<file path="src/rtl/xbar_in_port_requester.sv">
// Crossbar input-port requester: buffers one ingress stream, requests the destination
// output from the wavefront arbiter, streams the granted packet, then releases.
module xbar_in_port_requester #(
    parameter logic [1:0]  PORT_ID    = 2'd0,
    parameter int unsigned DW         = 32,
    parameter int unsigned FIFO_DEPTH = 8,
    parameter int unsigned TIMEOUT    = 255
) (
    input  logic          clk,
    input  logic          reset,
    input  logic          in_valid,
    output logic          in_ready,
    input  logic [DW-1:0] in_data,
    input  logic          in_last,
    output logic          req,
    output logic [DW-1:0] addr,
    input  logic [11:0]   answer,
    input  logic [3:0]    arb_r,
    output logic [2:0]    state,
    output logic          tx_valid,
    output logic [DW-1:0] tx_data,
    output logic          tx_last,
    input  logic          tx_ready,
    output logic          timeout_err
);
    localparam int unsigned AW = $clog2(FIFO_DEPTH);
    localparam int unsigned CW = AW + 1;
    localparam int unsigned EW = DW + 1;

    localparam logic [2:0] ST_IDLE = 3'b000;
    localparam logic [2:0] ST_REQ  = 3'b001;
    localparam logic [2:0] ST_XFER = 3'b010;
    localparam logic [2:0] ST_REL  = 3'b100;

    typedef enum logic [2:0] {
        S_IDLE    = 3'd0,
        S_REQ     = 3'd1,
        S_XFER    = 3'd2,
        S_REL     = 3'd3,
        S_BACKOFF = 3'd4
    } fsm_e;

    logic [EW-1:0] mem_q [FIFO_DEPTH];
    logic [AW-1:0] rd_ptr_q, rd_ptr_d;
    logic [AW-1:0] wr_ptr_q, wr_ptr_d;
    logic [CW-1:0] count_q, count_d;
    logic          in_ready_q, in_ready_d;
    logic          push, pop;
    logic [EW-1:0] head_q, head_d;

    fsm_e          fsm_q, fsm_d;
    logic [2:0]    state_q, state_d;
    logic          req_q, req_d;
    logic [DW-1:0] addr_q, addr_d;
    logic          tx_valid_q, tx_valid_d;
    logic [DW-1:0] tx_data_q, tx_data_d;
    logic          tx_last_q, tx_last_d;
    logic          terr_q, terr_d;
    logic [7:0]    cnt_q, cnt_d;

    logic [1:0]    dest;
    logic [2:0]    ans_slice;
    logic          grant;

    assign in_ready    = in_ready_q;
    assign req         = req_q;
    assign addr        = addr_q;
    assign state       = state_q;
    assign tx_valid    = tx_valid_q;
    assign tx_data     = tx_data_q;
    assign tx_last     = tx_last_q;
    assign timeout_err = terr_q;

    // Ingress storage; head is visible one cycle after the push (no bypass).
    always_ff @(posedge clk) begin
        if (push) begin
            mem_q[wr_ptr_q] <= {in_last, in_data};
        end
    end

    always_comb begin
        push       = in_valid && in_ready_q;
        pop        = (fsm_q == S_XFER) && tx_valid_q && tx_ready;
        rd_ptr_d   = rd_ptr_q + AW'(pop);
        wr_ptr_d   = wr_ptr_q + AW'(push);
        count_d    = count_q + CW'(push) - CW'(pop);
        in_ready_d = (count_d != CW'(FIFO_DEPTH));
        head_q     = mem_q[rd_ptr_q];
        // Next-cycle head: the incoming word when the FIFO drains to empty this cycle.
        head_d     = ((count_q - CW'(pop)) == '0) ? {in_last, in_data} : mem_q[rd_ptr_d];
    end

    always_comb begin
        dest      = addr_q[DW-1:DW-2];
        ans_slice = 3'(answer >> (32'd3 * 32'(dest)));
        grant     = ans_slice[2] && (ans_slice[1:0] == PORT_ID) && arb_r[dest];
    end

    always_comb begin
        fsm_d      = fsm_q;
        req_d      = req_q;
        addr_d     = addr_q;
        cnt_d      = cnt_q;
        tx_valid_d = 1'b0;
        tx_data_d  = tx_data_q;
        tx_last_d  = tx_last_q;
        terr_d     = 1'b0;

        case (fsm_q)
            S_IDLE: begin
                if (count_q != '0) begin
                    addr_d = head_q[DW-1:0];
                    req_d  = 1'b1;
                    cnt_d  = '0;
                    fsm_d  = S_REQ;
                end
            end
            S_REQ: begin
                if (grant) begin
                    fsm_d      = S_XFER;
                    tx_valid_d = (count_d != '0);
                    tx_data_d  = head_d[DW-1:0];
                    tx_last_d  = head_d[DW];
                end else if (cnt_q == 8'(TIMEOUT - 1)) begin
                    terr_d = 1'b1;
                    req_d  = 1'b0;
                    cnt_d  = '0;
                    fsm_d  = S_BACKOFF;
                end else begin
                    cnt_d = cnt_q + 8'd1;
                end
            end
            S_BACKOFF: begin
                req_d = 1'b1;
                fsm_d = S_REQ;
            end
            S_XFER: begin
                if (pop && tx_last_q) begin
                    req_d = 1'b0;
                    fsm_d = S_REL;
                end else begin
                    tx_valid_d = (count_d != '0);
                    tx_data_d  = head_d[DW-1:0];
                    tx_last_d  = head_d[DW];
                end
            end
            S_REL: begin
                fsm_d = S_IDLE;
            end
            default: begin
                req_d = 1'b0;
                fsm_d = S_IDLE;
            end
        endcase

        case (fsm_d)
            S_REQ:            state_d = ST_REQ;
            S_XFER:           state_d = ST_XFER;
            S_REL, S_BACKOFF: state_d = ST_REL;
            default:          state_d = ST_IDLE;
        endcase
    end

    always_ff @(posedge clk or negedge reset) begin
        if (!reset) begin
            rd_ptr_q   <= '0;
            wr_ptr_q   <= '0;
            count_q    <= '0;
            in_ready_q <= 1'b0;
            fsm_q      <= S_IDLE;
            state_q    <= ST_IDLE;
            req_q      <= 1'b0;
            addr_q     <= '0;
            tx_valid_q <= 1'b0;
            tx_data_q  <= '0;
            tx_last_q  <= 1'b0;
            terr_q     <= 1'b0;
            cnt_q      <= '0;
        end else begin
            rd_ptr_q   <= rd_ptr_d;
            wr_ptr_q   <= wr_ptr_d;
            count_q    <= count_d;
            in_ready_q <= in_ready_d;
            fsm_q      <= fsm_d;
            state_q    <= state_d;
            req_q      <= req_d;
            addr_q     <= addr_d;
            tx_valid_q <= tx_valid_d;
            tx_data_q  <= tx_data_d;
            tx_last_q  <= tx_last_d;
            terr_q     <= terr_d;
            cnt_q      <= cnt_d;
        end
    end

endmodule

</file>
<file path="config.mk">
export PLATFORM = sky130hd
export DESIGN_NAME = xbar_in_port_requester
export DESIGN_NICKNAME = d
export VERILOG_FILES = /design/src/rtl/xbar_in_port_requester.sv
export SDC_FILE = /design/constraint.sdc
export NUM_CORES = 1
export LEC_CHECK = 0
export ABC_CLOCK_PERIOD_IN_PS = 5500
export CAP_MARGIN = 20
export CORE_MARGIN = 1.5
export CORE_UTILIZATION = 28
export CTS_CLUSTER_DIAMETER = 150
export DETAILED_ROUTE_END_ITERATION = 8
export PLACE_DENSITY_LB_ADDON = 0.15
export SLEW_MARGIN = 5
export SYNTH_ARGS = -nofsm -noshare
export SYNTH_HDL_FRONTEND = slang
export SYNTH_SLANG_ARGS = --single-unit
</file>
<file path="constraint.sdc">
create_clock -name clk -period 5.5 [get_ports clk]
set_clock_uncertainty 0.15 [all_clocks]
set_input_delay 1.1 -clock clk [delete_from_list [all_inputs] [get_ports clk]]
set_output_delay 1.1 -clock clk [all_outputs]
set_load 0.01 [all_outputs]
</file>
# Yosys cells after proc, flatten, opt, wreduce, memory -nomap -nowiden
# Memories as Yosys holds them, arrays and structs flattened. A register that Yosys moved wholly into a read port is not among the register bits.
# Cells that the tools add are included.
# totals
regBits	61
ramBits	264
input_bits	53
out_inout_bits	72
memories	1
# mem_list
name	words	width	read_ports	rd_clocked_by_memory_dff	write_ports	line_no	source
mem_q	8	33	2	1	1	43	logic [EW-1:0] mem_q [FIFO_DEPTH];
# classes
n_addsub	6
n_mul	1
order_cmp	1
n_eq_ne	16
shifts	1
mux	32
bitwise_logic	1
reduce_logical	19
# ops
cell	count
$mux 32	2
$pmux 32 s2	1
$mux 33	1
$mux 8	3
$pmux 8 s2	1
$mux 1	14
$eq 3x2->1 const B	4
$mux 3	4
$pmux 3 s4	1
$shr 12x4->3	1
$ne 2x2->1 const B	5
$pmux 3 s3	1
$add 8x1->8 const B	1
$eq 8x8->1 const B	1
$reduce_bool 4->1	2
$sub 4x1->4	2
$add 3x1->3	2
$eq 3x1->1 const B	2
$eq 3x3->1 const B	2
$logic_and 1x1->1	6
$reduce_and 3->1	2
$pmux 1 s5	1
$reduce_and 5->1	1
$add 4x1->4	1
14 further kinds	16

# Logic depth before layout (Yosys ltp)
# depth
word_depth	10
ltp_mapped	11
mapped_depth_nobuf	11

# Worst setup path after synthesis
# Ideal clock, no wire load.
# synth_path
path_kind	input-to-reg
startpoint	in in_valid
endpoint	mem mem_q[0][0] (netlist name), enable pin
arrival_time_ns	3.653
setup_slack_ns	1.233
cell_stages	3
path_cell_list	and2_1 nand2b_1 nor3_1
# synth_via
elab_chain_cells	3
# synth_lines
item	line_no	source
start, declared	11	input logic in_valid,
$logic_and 1x1->1	82	push = in_valid && in_ready_q;
$mux 1	76	if (push) begin
$mux 1 (implied by the code)	77	mem_q[wr_ptr_q] <= {in_last, in_data};
end, declared	43	
# No other way between the ends.

# Final worst setup path
# layout_path
startpoint	in tx_ready
endpoint	reg tx_data_q[15], in the netlist tx_data[15]
# layout_via
elab_chain_cells	6
word_cells_on_any_way	12
classes_between	add/sub (2); eq/ne (1); mux (4); reduce/logical (4); memory (1)
# layout_lines
item	line_no	source
start, declared	23	input logic tx_ready,
$logic_and 1x1->1 (*)	83	pop = (fsm_q == S_XFER) && tx_valid_q && tx_ready;
$add 3x1->3 / $sub 4x1->4 (equally long branches)	84, 90	
$mem_v2 8x33 / $logic_not 4->1 (equally long branches)	-	
$mux 33	90	head_d = ((count_q - CW'(pop)) == '0) ? {in_last, in_data} : mem_q[rd_ptr_d];
$mux 32 (on tied branches)	138, 119	
$pmux 32 s2	109	case (fsm_q)
end signal, assigned	189	tx_data_q <= tx_data_d;
end, declared	56	logic [DW-1:0] tx_data_q, tx_data_d;
# Mark *: on every way between the ends. The rest lies on a longest branch, timed or not. The select of a mux whose other input is x is not followed.
# A chain may end at the register's enable or synchronous reset.

==> metrics <==
status complete, no violations; Design Power approximately 0.0087 W; CTS Root Cell clkbuf_16; Iteration-0 DRC Markers 680; GPL Wtd Cong about 0.74; # IOs 125; Seq/Total Area, Yosys a little over three fifths; total global-route track usage ~16%; CTS-repair resized insts 0; 1st-pass router iterations 4; worst min-delay path category reg2reg; minimum clock period between 3 and 4 ns; Setup TNS 0 ns; worst skew pair latency 0.56 ns; Die X approximately 240 um; endpoints failing setup 0; Synth cell types 55; CTS tree done; number of synthesized register bits 357; Critical Path AT roughly 4 ns; Worst setup EP type flip-flop; global route overflow 0; Syn Nets about 1100; clock-pin transition on the worst setup and hold timing paths 0.06 ns; Slew @ Worst Pin 1.094 ns; period utilisation layout around two thirds; Row Count 88; Post-CTS Setup Bufs 0; number of buffers created by CTS 42; Synth warnings 0; vias in the first global route around 11000; total number of vias slightly below 10000; Area Growth Syn to Fin 21.78%; pin count of the biggest net entering global routing 65; die area between 50000 and 60000 um^2; Slew Viols, Final 0; WL/cell roughly 24 um; Leak roughly 6.5 nW; Via density approximately 5; # diodes 0; # clock sinks about 360; Avg Synthesized Cell Area ~15 um^2; Worst Path Required 5.76 ns; WL final 47810 um; Crit Path Class in2reg; unrepaired setup endpoints after global routing false; chip height around 240 um; fmax between 200 and 300 MHz; Max H-tree Level 2; Syn Std Cell Area between 15000 and 20000 um^2; antenna violation net count after detailed routing 0; Final #Nets 1253; layout cells sized above 1 between 10% and 20%; first-pass GRT wire length between 70000 and 80000 um; MaxCap Viol Count 0; initial antenna violation count 1; FFs w/ async S/R, synth between 20% and 30%; DRC violations left 0; Port Buffers ~120; Max Root-Sink Buffers 3; EDFF count, synth around 260; core area 57590 um^2; P per Cell Area between 400 and 500 nW/um^2; Top FF cell, synth edfxtp_1; hold_buf cts 0; post-DP HPWL 28110 um; Final Hold Vio Count 0; relative slew slack approximately 27%; Critical Path Fanout Max 38; Initial Util 28.31%; Peak VDD IR about 180 uV; Cells after Synth 1053; startpoint class of the critical path input port
## worst paths after layout
kind	endpoint	start	cells past startpoint	slack (ns)
setup / recovery	tx_data[15]	tx_ready	13	1.82
hold / removal	addr[9]	addr[9]	2	0.33
setup reg to reg	tx_data[15]	fsm_q[0]	12	2.23
hold reg to reg	addr[9]	addr[9]	2	0.33
max in group asynchronous	addr[14]	reset	2	3.58
min in group asynchronous	cnt_q[4]	reset	1	0.50
## worst max-delay path, cell delays in order
cell and delay [ns]:
clkdlybuf4s50_1 0.46, nand2_1 0.06, nor3_1 0.14, buf_4 0.18, ha_1 0.15, ha_1 0.23, xor2_4 0.18, buf_12 0.28
buf_4 0.33, mux2i_1 0.23, o22ai_1 0.09, nor3_1 0.31, o32ai_2 0.13
## cells in the final DEF, fill, tap and decap left out, types with 3 or more instances in the layout
cell type        count
and3_1               3
ha_1                13
clkbuf_8             7
or2_2                4
nand2_1             46
mux2_2               6
and2_1               4
mux4_2              64
a21o_1               5
clkdlybuf4s50_1    123
buf_12               7
nor3_1              37
nand2b_1             9
o22ai_1             66
mux2i_1            162
nor2_4               6
o21ai_0             69
nand3_1              7
clkbuf_1            12
inv_1               45
clkinv_2             9
nor2_1               6
o32ai_1              6
clkbuf_16           43
edfxtp_1           264
buf_4               31
dfrtp_1             90
o32ai_2             26
clkinv_1             3
## Yosys cell counts, types with 2 or more instances
cell | count | area, um^2
xor2_1 | 2 | 17.52
and2_1 | 4 | 25.02
o21ai_0 | 69 | 345.3
clkbuf_1 | 37 | 138.9
o32ai_2 | 26 | 422.9
buf_1 | 6 | 22.52
edfxtp_1 | 264 | 7928
xnor2_1 | 2 | 17.52
mux4_2 | 64 | 1441
mux2_2 | 6 | 67.56
a21o_1 | 5 | 37.54
nor3_1 | 39 | 195.2
buf_2 | 8 | 40.04
mux2i_1 | 162 | 1622
buf_6 | 6 | 67.56
inv_1 | 45 | 168.9
nand2b_1 | 9 | 56.30
or2_2 | 4 | 25.02
a21boi_0 | 2 | 15.01
a21boi_2 | 2 | 22.52
a21oi_1 | 2 | 10.01
nor2_1 | 12 | 45.04
nand3_1 | 7 | 35.03
nor4bb_1 | 2 | 20.02
and3_1 | 3 | 18.77
a22o_1 | 2 | 17.52
o21bai_1 | 2 | 15.01
dfrtp_1 | 93 | 2327
ha_1 | 13 | 162.7
buf_4 | 15 | 112.6
nand2_1 | 46 | 172.7
o22ai_1 | 66 | 412.9
o32ai_1 | 6 | 52.55
## cells by family after synthesis
logic type	after synthesis	share of synthesized area, %
buffers and inverters	117	3.377
XOR/XNOR	5	0.3839
adder cells (fa/ha/maj)	14	1.121
flip-flops	357	62.91
AND/OR/NAND/NOR	136	4.191
multiplexers	232	19.20
AO/OA/AOI/OAI	192	8.812
## sequential cells by signal (all words and copies together), names as in the netlist
register,count
mem_q,264
cnt_q,8
in_ready,1
timeout_err,1
tx_last,1
tx_valid,1
count_q,4
req,1
addr,32
tx_data,32
rd_ptr_q,3
state,3
fsm_q,3
wr_ptr_q,3
## metrics by stage
step,setup WS (ns),hold slack [ns],instance area [um^2],utilization (%),std cells
after floorplan,1.233,0.3013,16300,-,1053
after global placement,1.261,0.3162,18550,32.22,1907
after detailed placement,1.243,0.3175,18550,32.22,1907
after CTS,1.827,0.3287,19850,34.47,1984
after global routing,1.618,0.3478,19850,34.47,1984
final,1.817,0.3296,19850,34.47,1984
## final cells by class
type / count / area, um^2
clock buffers: 62 / 1217
clock inverters: 15 / 81.33
fillers: 5521 / 37730
inverters: 45 / 168.9
multi-input cells: 579 / 5562
flip-flops and latches: 357 / 10260
well taps: 765 / 957.2
repair buffers: 161 / 1604
## metal layers
layer	track usage (%)	wire length (um)
met4	6.209	1446
met3	2.469	1733
met5	0	12
met1	21.63	21740
met2	26.73	22890
## report_power, final
group	total [W]	leakage (nW)	internal, W	switching (W)
clock network	0.00264	0.643	0.00153	0.00111
registers	0.00384	3.55	0.00350	0.000342
logic	0.00224	2.31	0.00101	0.00123
total	0.00872	6.51	0.00604	0.00268
No activity file was read; power rests on OpenSTA's default activity.
